[config.mk]
export PLATFORM = sky130hd
export DESIGN_NAME = key_event_classifier
export DESIGN_NICKNAME = d
export VERILOG_FILES = /design/src/rtl/key_event_classifier.sv
export SDC_FILE = /design/constraint.sdc
export NUM_CORES = 1
export LEC_CHECK = 0
export BUFFER_PORTS_ARGS = -buffer_cell sky130_fd_sc_hd__buf_2
export CAP_MARGIN = 10
export CORE_UTILIZATION = 39
export CTS_CLUSTER_SIZE = 30
export DETAILED_ROUTE_END_ITERATION = 8
export SLEW_MARGIN = 20
export SYNTH_ARGS = -nofsm -noshare
export SYNTH_HDL_FRONTEND = slang
export SYNTH_SLANG_ARGS = --single-unit
export TNS_END_PERCENT = 10
[constraint.sdc]
create_clock -name clk -period 3.3 [get_ports clk]
set_clock_uncertainty 0.05 [all_clocks]
set_input_delay 0.33 -clock clk [delete_from_list [all_inputs] [get_ports clk]]
set_output_delay 0.33 -clock clk [all_outputs]
set_load 0.02 [all_outputs]
[src/rtl/key_event_classifier.sv]
// Classifies debounced key presses into short press, long press and double click pulses.
// Optional auto-repeat while long-held is enabled by defining KEY_AUTO_REPEAT_EN.
module key_event_classifier #(
    parameter int unsigned CLK_HZ    = 50_000_000,
    parameter int unsigned LONG_MS   = 1000,
    parameter int unsigned DCLICK_MS = 300,
    parameter int unsigned REPEAT_MS = 200
) (
    input  logic clk,
    input  logic rst_n,
    input  logic key_level,
    input  logic key_pulse,
    output logic short_press,
    output logic long_press,
    output logic double_click,
    output logic repeat_pulse,
    output logic busy
);

    localparam int unsigned CYC_PER_MS = (CLK_HZ / 1000 >= 1) ? CLK_HZ / 1000 : 1;
    localparam int unsigned LONG_CYC   = LONG_MS * CYC_PER_MS;
    localparam int unsigned DCLICK_CYC = DCLICK_MS * CYC_PER_MS;
    localparam int unsigned REPEAT_CYC = REPEAT_MS * CYC_PER_MS;
    localparam int unsigned MAX_LD     = (LONG_CYC > DCLICK_CYC) ? LONG_CYC : DCLICK_CYC;
    localparam int unsigned MAX_CYC    = (MAX_LD > REPEAT_CYC) ? MAX_LD : REPEAT_CYC;
    localparam int unsigned CNT_W      = ($clog2(MAX_CYC + 1) < 1) ? 1 : $clog2(MAX_CYC + 1);

    // Decisions are taken one cycle before the registered pulse appears.
    localparam int unsigned LONG_TH   = (LONG_CYC >= 2) ? LONG_CYC - 2 : 0;
    localparam int unsigned DCLICK_TH = (DCLICK_CYC >= 2) ? DCLICK_CYC - 2 : 0;

    localparam logic [CNT_W-1:0] LONG_TH_C   = CNT_W'(LONG_TH);
    localparam logic [CNT_W-1:0] DCLICK_TH_C = CNT_W'(DCLICK_TH);
    localparam logic [CNT_W-1:0] CNT_MAX     = {CNT_W{1'b1}};

`ifdef KEY_AUTO_REPEAT_EN
    // Hold state is entered together with long_press, so one more cycle is counted.
    localparam int unsigned      REPEAT_TH   = (REPEAT_CYC >= 1) ? REPEAT_CYC - 1 : 0;
    localparam logic [CNT_W-1:0] REPEAT_TH_C = CNT_W'(REPEAT_TH);
`endif

    typedef enum logic [2:0] {
        S_IDLE      = 3'd0,
        S_PRESS1    = 3'd1,
        S_WAIT2     = 3'd2,
        S_LONG_HOLD = 3'd3,
        S_DBL_HOLD  = 3'd4
    } state_e;

    state_e           state_q, state_d;
    logic [CNT_W-1:0] cnt_q, cnt_d;
    logic             short_q, short_d;
    logic             long_q, long_d;
    logic             dbl_q, dbl_d;
    logic             busy_q, busy_d;
`ifdef KEY_AUTO_REPEAT_EN
    logic             rpt_q, rpt_d;
`endif

    always_ff @(posedge clk or negedge rst_n) begin
        if (!rst_n) begin
            state_q <= S_IDLE;
            cnt_q   <= '0;
            short_q <= 1'b0;
            long_q  <= 1'b0;
            dbl_q   <= 1'b0;
            busy_q  <= 1'b0;
        end else begin
            state_q <= state_d;
            cnt_q   <= cnt_d;
            short_q <= short_d;
            long_q  <= long_d;
            dbl_q   <= dbl_d;
            busy_q  <= busy_d;
        end
    end

`ifdef KEY_AUTO_REPEAT_EN
    always_ff @(posedge clk or negedge rst_n) begin
        if (!rst_n) begin
            rpt_q <= 1'b0;
        end else begin
            rpt_q <= rpt_d;
        end
    end
`endif

    always_comb begin
        state_d = state_q;
        cnt_d   = (cnt_q == CNT_MAX) ? cnt_q : cnt_q + CNT_W'(1);
        short_d = 1'b0;
        long_d  = 1'b0;
        dbl_d   = 1'b0;
`ifdef KEY_AUTO_REPEAT_EN
        rpt_d   = 1'b0;
`endif

        case (state_q)
            S_IDLE: begin
                if (key_pulse) begin
                    state_d = S_PRESS1;
                end
            end
            S_PRESS1: begin
                if (cnt_q == LONG_TH_C) begin
                    long_d  = 1'b1;
                    state_d = S_LONG_HOLD;
                end else if (!key_level) begin
                    state_d = S_WAIT2;
                end
            end
            S_WAIT2: begin
                if (key_pulse) begin
                    dbl_d   = 1'b1;
                    state_d = S_DBL_HOLD;
                end else if (cnt_q == DCLICK_TH_C) begin
                    short_d = 1'b1;
                    state_d = S_IDLE;
                end
            end
            S_LONG_HOLD: begin
                if (!key_level) begin
                    state_d = S_IDLE;
`ifdef KEY_AUTO_REPEAT_EN
                end else if (cnt_q == REPEAT_TH_C) begin
                    rpt_d = 1'b1;
                    cnt_d = '0;
`endif
                end
            end
            S_DBL_HOLD: begin
                if (!key_level) begin
                    state_d = S_IDLE;
                end
            end
            default: begin
                state_d = S_IDLE;
            end
        endcase

        if (state_d != state_q) begin
            cnt_d = '0;
        end

        // Busy covers the cycle an event is delivered, even if the FSM is back in idle.
        busy_d = (state_d != S_IDLE) | short_d | long_d | dbl_d;
    end

    assign short_press  = short_q;
    assign long_press   = long_q;
    assign double_click = dbl_q;
    assign busy         = busy_q;
`ifdef KEY_AUTO_REPEAT_EN
    assign repeat_pulse = rpt_q;
`else
    assign repeat_pulse = 1'b0;
`endif

endmodule
* Word level (Yosys, flattened, before mapping)
Cells that the tools add are included.
** Word-level totals
- Bits in registers :: 33
- Bits of input ports :: 4
- Output and inout port bits :: 5
** Cells by class
- Add/subtract/negate cells :: 1
- Eq/ne operators :: 9
- Muxes and demuxes :: 16
- Bitwise gates (word level) :: 3
- Reduce and logical (&&, ||, !) cells :: 3
** Operators by type and width (number)
- $eq A26 B26 Y1 const B :: 2
- $mux W26 :: 2
- $add A26 B1 Y26 const B :: 1
- $eq A26 B24 Y1 const B :: 1
- $mux W3 :: 6
- $pmux W3 S4 :: 1
- $mux W1 :: 7
- $eq A3 B2 Y1 const B :: 2
- $eq A3 B1 Y1 const B :: 1
- $eq A3 B3 Y1 const B :: 1
- $logic_not A3 Y1 :: 1
- $ne A3 B3 Y1 :: 1
- $or A1 B1 Y1 :: 3
- $reduce_bool A3 Y1 :: 1
- $ne A2 B1 Y1 const B :: 1
- $reduce_or A2 Y1 :: 1

* Logic depth before layout (Yosys ltp)
- Depth after elaboration :: 8
- Mapped depth :: 9
- Mapped depth without buffers :: 8

* Least setup slack after synthesis
No wires, ideal clock.
- Kind :: register -> register
- Start :: register cnt_q[1]
- End :: register cnt_q[15]
- Setup time :: 126 ps
- Arrival time :: 1836 ps
- Path slack :: 1288 ps
- Cell stages (with the launch flop) :: 9
- Clock period less this slack :: 2012 ps
- Cell sequence :: dfrtp_1 -> ha_1 -> nand4_1 -> nor4_4 -> and2_0 -> buf_2 -> buf_2 -> or3_1 -> a21oi_1
** Between the ends
- Longest elaborated chain between the ends :: 6
- Elaborated cells on any way between the ends :: 12
- Classes of those cells :: 1 x add/sub; 5 x eq/ne; 6 x mux
** Ends and longest elaborated chain
- start, declared :: RTL line 51 : logic [CNT_W-1:0] cnt_q, cnt_d;
- start signal, assigned :: RTL line 70 : cnt_q <= cnt_d;
- $eq A26 B24 Y1 :: RTL line 116 : end else if (cnt_q == DCLICK_TH_C) begin
- $mux W3 :: RTL line 116
- $mux W3 :: RTL line 113 : if (key_pulse) begin
- $pmux W3 S4 :: RTL line 98 : case (state_q)
- $ne A3 B3 Y1 :: RTL line 141 : if (state_d != state_q) begin
- $ne A2 B1 Y1 (no source line) or $mux W26 (tied branches)
Parallel ways exist; a longest one is shown, timed or not. The select of a mux whose other input is x is not followed.
A chain may end at the register's enable or synchronous reset.

* Worst setup path after layout
- Start :: register cnt_q[1]
- End :: register cnt_q[6]
The elaborated chain is that of the path after synthesis.

==> results <==
- The floorplan step set the die height to between 70 and 80 µm.
- The count of final setup violators is 0.
- The first-iteration detailed-routing DRC count is 151.
- The final layout net count is 227.
- The number of hold buffers added after cts is 0.
- Across every metal layer, demand over resource in global routing totals 0.181.
- The number of nets handed over by synthesis was ~230.
- The flow ran to the end, and the final reports show no timing, DRC or antenna violations.
- The pin count of the biggest net entering global routing is 34.
- The synthesized area is 1980 µm².
- The number of fillers in the final layout is approximately 480.
- Of the post-synthesis cell area, the dominant cell type holds 0.416.
- Counting flops with a built-in enable in the synthesized netlist gives 0.
- The total of cells resized after clock tree synthesis is 0.
- The worst hold path belongs to the class input port to asynchronous set/reset pin.
- The final routed wirelength across all metal layers is 4.47 mm.
- The synthesized design spends more area on one cell type than any other, namely dfrtp_1.
- The TritonCTS clock tree is done.
- The worst relative slew slack is 0.409.
- The routed wire length per instance is 15.4 µm.
- The clock period minus final worst setup slack is 2.66 ns.
- At the pin with the least slew margin, the transition time is 0.878 ns.
- The post-synthesis async set-or-reset flop share is 1.00.
- The pre-CTS setup slack is between 0.6 and 0.7 ns.
- The total of max-cap violations is 0.
- After detailed placement, the total cell area comes to between 2000 and 2500 µm².
- The number of setup buffers added after CTS is 0.
- After synthesis, the netlist uses 44 different library cells.
- Before antenna repair, the detailed router went through 4 iterations.
- The via total after detailed routing is 1725.
- Setup repair after global routing left no endpoint under its margin.
- Clock-pin slew was measured on the worst setup and hold paths at 0.07 ns.
- The final HPWL from detailed placement is 3.04 mm.
- The site row count is 25.
- The final critical-path share of the clock period is 0.805.
- The number of global-route vias before repair was roughly 1600.
- The multi-input gate area in the final layout is 1080 µm².
- The number of buffers on the longest clock path is 2.
- The sequential cell area fraction in the yosys report is 0.416.
- Dividing the detail-routed via count by the number of cells gives 5.97.
- The count of clock tree sinks is 33.
- The final critical-path setup slack is 0.645 ns.
- After synthesis, the cell types taking the most area are dfrtp_1, a21oi_1, nor2_1.
- During synthesis, Yosys emitted a total of 0 warnings.
- The number of antenna violations at the first check in global routing is 0.
- The kind of critical path is flip-flop to flip-flop.
- The final number of max-transition violations is 0.
- Hold is met by 0.0589 ns.
- The insertion delay to the later sink of the worst-skew pair is ~0.29 ns.
- The register area is 826 µm².
- In the routed design, unresolved DRC markers number 0.
- With fillers left out, the area of the finished cells amounts to 2160 µm².
- The area growth from synthesis to layout is 9.02%.
- The critical path launch point type is a flip-flop.
- The first-pass GRT wire length is 7.46 mm.
- In this run the worst path has a maximum fanout of 17.
- Counting flops and latches in the post-synthesis netlist gives 33.
- The total area inside the core boundary comes to 4820 µm².
- The floorplan step defined a die boundary enclosing approximately 5400 µm².
- The proportion of layout cells with a drive suffix above 1 is 0.0901.
- The total global routing overflow is 0.
- The tree is rooted in a clkbuf_8.
- The number of H-tree levels is 2.
- The effective utilization at floorplan is 0.412.
- The achievable frequency is roughly 0.38 GHz.
- At the worst endpoint, the required time is 3.46 ns.
- The maximum VDD drop is 0.000203 V.
- At the end of routability-driven placement, the weighted congestion stood at 0.842.
- Pin placement for this block handled 9 I/O pins.
- Data arrives at the worst endpoint at roughly 2.8 ns.
- The antenna violation net count after detailed routing is 0.
- 0 antenna diodes ended up in the layout.
- The worst setup path is captured at a flip-flop.
- Synthesis handed over a netlist of 219 instances.
- In the final timing run, aggregate negative setup slack is 0 ns.
- Buffers inserted during clock tree synthesis total 5.
- Power spread over the standard cell area amounts to 537 nW/µm².
- Averaged over all synthesized cells, the footprint is a little over 9 µm².
- The die is 73.3 µm wide.
- The hold violation count in the final report came to 0.
- For this run, the leading register cell type out of synthesis is dfrtp_1.
- The count of port buffers added during placement is 7.
- The static leakage is 0.854 nW.
==> sequential cells by signal, indices dropped and copies added, names as in the netlist <==
register	cells
short_press	1
state_q	3
busy	1
long_press	1
double_click	1
cnt_q	26
==> worst paths after layout <==
| path | start | end | slack, ns | cells past startpoint |
|---|---|---|---|---|
| max | cnt_q[1] | cnt_q[6] | 0.64 | 6 |
| min | rst_n | double_click | 0.06 | 1 |
| max reg2reg | cnt_q[1] | cnt_q[6] | 0.64 | 6 |
| min reg2reg | cnt_q[23] | cnt_q[23] | 0.51 | 2 |
| max in group asynchronous | rst_n | cnt_q[13] | 2.65 | 1 |
| min in group clk | key_pulse | short_press | 0.21 | 2 |
==> cells by family (layout without fill, tap and decap cells) <==
family / Yosys count / after routing / synth area share
xor gates and xnor gates: 13 / 13 / 0.0574
adders and majority gates: 2 / 2 / 0.0126
DFF: 33 / 33 / 0.416
buffers and inverters: 17 / 20 / 0.0422
AOI/OAI and AO/OA: 43 / 43 / 0.133
other: 1 / 1 / 0.00189
and+or+nand+nor: 110 / 110 / 0.337
==> cells in the final DEF, fill, tap and decap left out, types with 3 or more instances in the layout <==
cell type,netlist,layout
xnor2_1,9,9
buf_2,7,7
nor3_1,5,5
a211oi_1,3,3
nand3_1,11,11
inv_1,5,5
a21oi_1,18,18
o21ai_0,9,9
nor2_1,22,22
and4_1,7,7
clkbuf_8,0,6
nand4_1,11,11
xor2_1,4,4
nor4_1,6,6
nand3b_1,3,3
o31ai_1,4,4
or3_1,5,5
and3_1,7,7
nand2_1,12,12
dfrtp_1,33,33
or4_1,6,6
==> synth_stat cells, types with 2 or more instances <==
| master | count |
|---|---|
| nor4_1 | 6 |
| or3_1 | 5 |
| o31ai_1 | 4 |
| and4_1 | 7 |
| nand4b_1 | 2 |
| nor2_1 | 22 |
| inv_1 | 5 |
| dfrtp_1 | 33 |
| xnor2_1 | 9 |
| a21oi_1 | 18 |
| clkbuf_1 | 3 |
| nand2b_1 | 2 |
| a211oi_1 | 3 |
| xor2_1 | 4 |
| a21boi_0 | 2 |
| and3_1 | 7 |
| and2_1 | 2 |
| nand2_1 | 12 |
| nand3_1 | 11 |
| o211ai_1 | 2 |
| nor3_1 | 5 |
| or4_1 | 6 |
| o21ai_0 | 9 |
| buf_2 | 7 |
| ha_1 | 2 |
| nand4_1 | 11 |
| nand3b_1 | 3 |
==> per-layer routing <==
| layer | vias to the layer above | share of wire | GRT usage |
|---|---|---|---|
| li1 | 827 | - | - |
| met5 | - | 0 | 0 |
| met4 | 0 | 0.014 | 0.0684 |
| met1 | 831 | 0.47 | 0.246 |
| met2 | 61 | 0.46 | 0.282 |
| met3 | 6 | 0.050 | 0.0412 |
==> worst max-delay path: stages (launching register included) <==
cell and delay [ns]:
dfrtp_1 0.43, ha_1 0.22, nand4_1 0.26, nor4_4 0.56
and2_0 0.68, o21ai_0 0.21, a21oi_1 0.17
==> where the power goes <==
part,internal (mW),switching (mW)
registers,0.442,0.0546
clock network,0.246,0.152
logic,0.0939,0.172
total,0.782,0.379
==> per-stage QoR <==
stage / instances / util / power (mW)
6_report: 289 / 0.449 / 1.16
5_1_grt: 289 / 0.449 / 1.23
4_1_cts: 289 / 0.447 / 1.16
3_5_place_dp: 281 / 0.423 / 0.759
3_3_place_gp: 281 / 0.423 / 0.761
2_1_floorplan: 219 / - / 0.696
==> area by class of cell <==
type,count,share of cell area
tap,67,0.0388
inverter,5,0.00868
multi-input combinational,169,0.501
clock buffer,7,0.0399
clock inverter,1,0.0139
sequential,33,0.382
timing repair buffer,7,0.0162
Note: power is estimated with default switching activity, not from simulation.
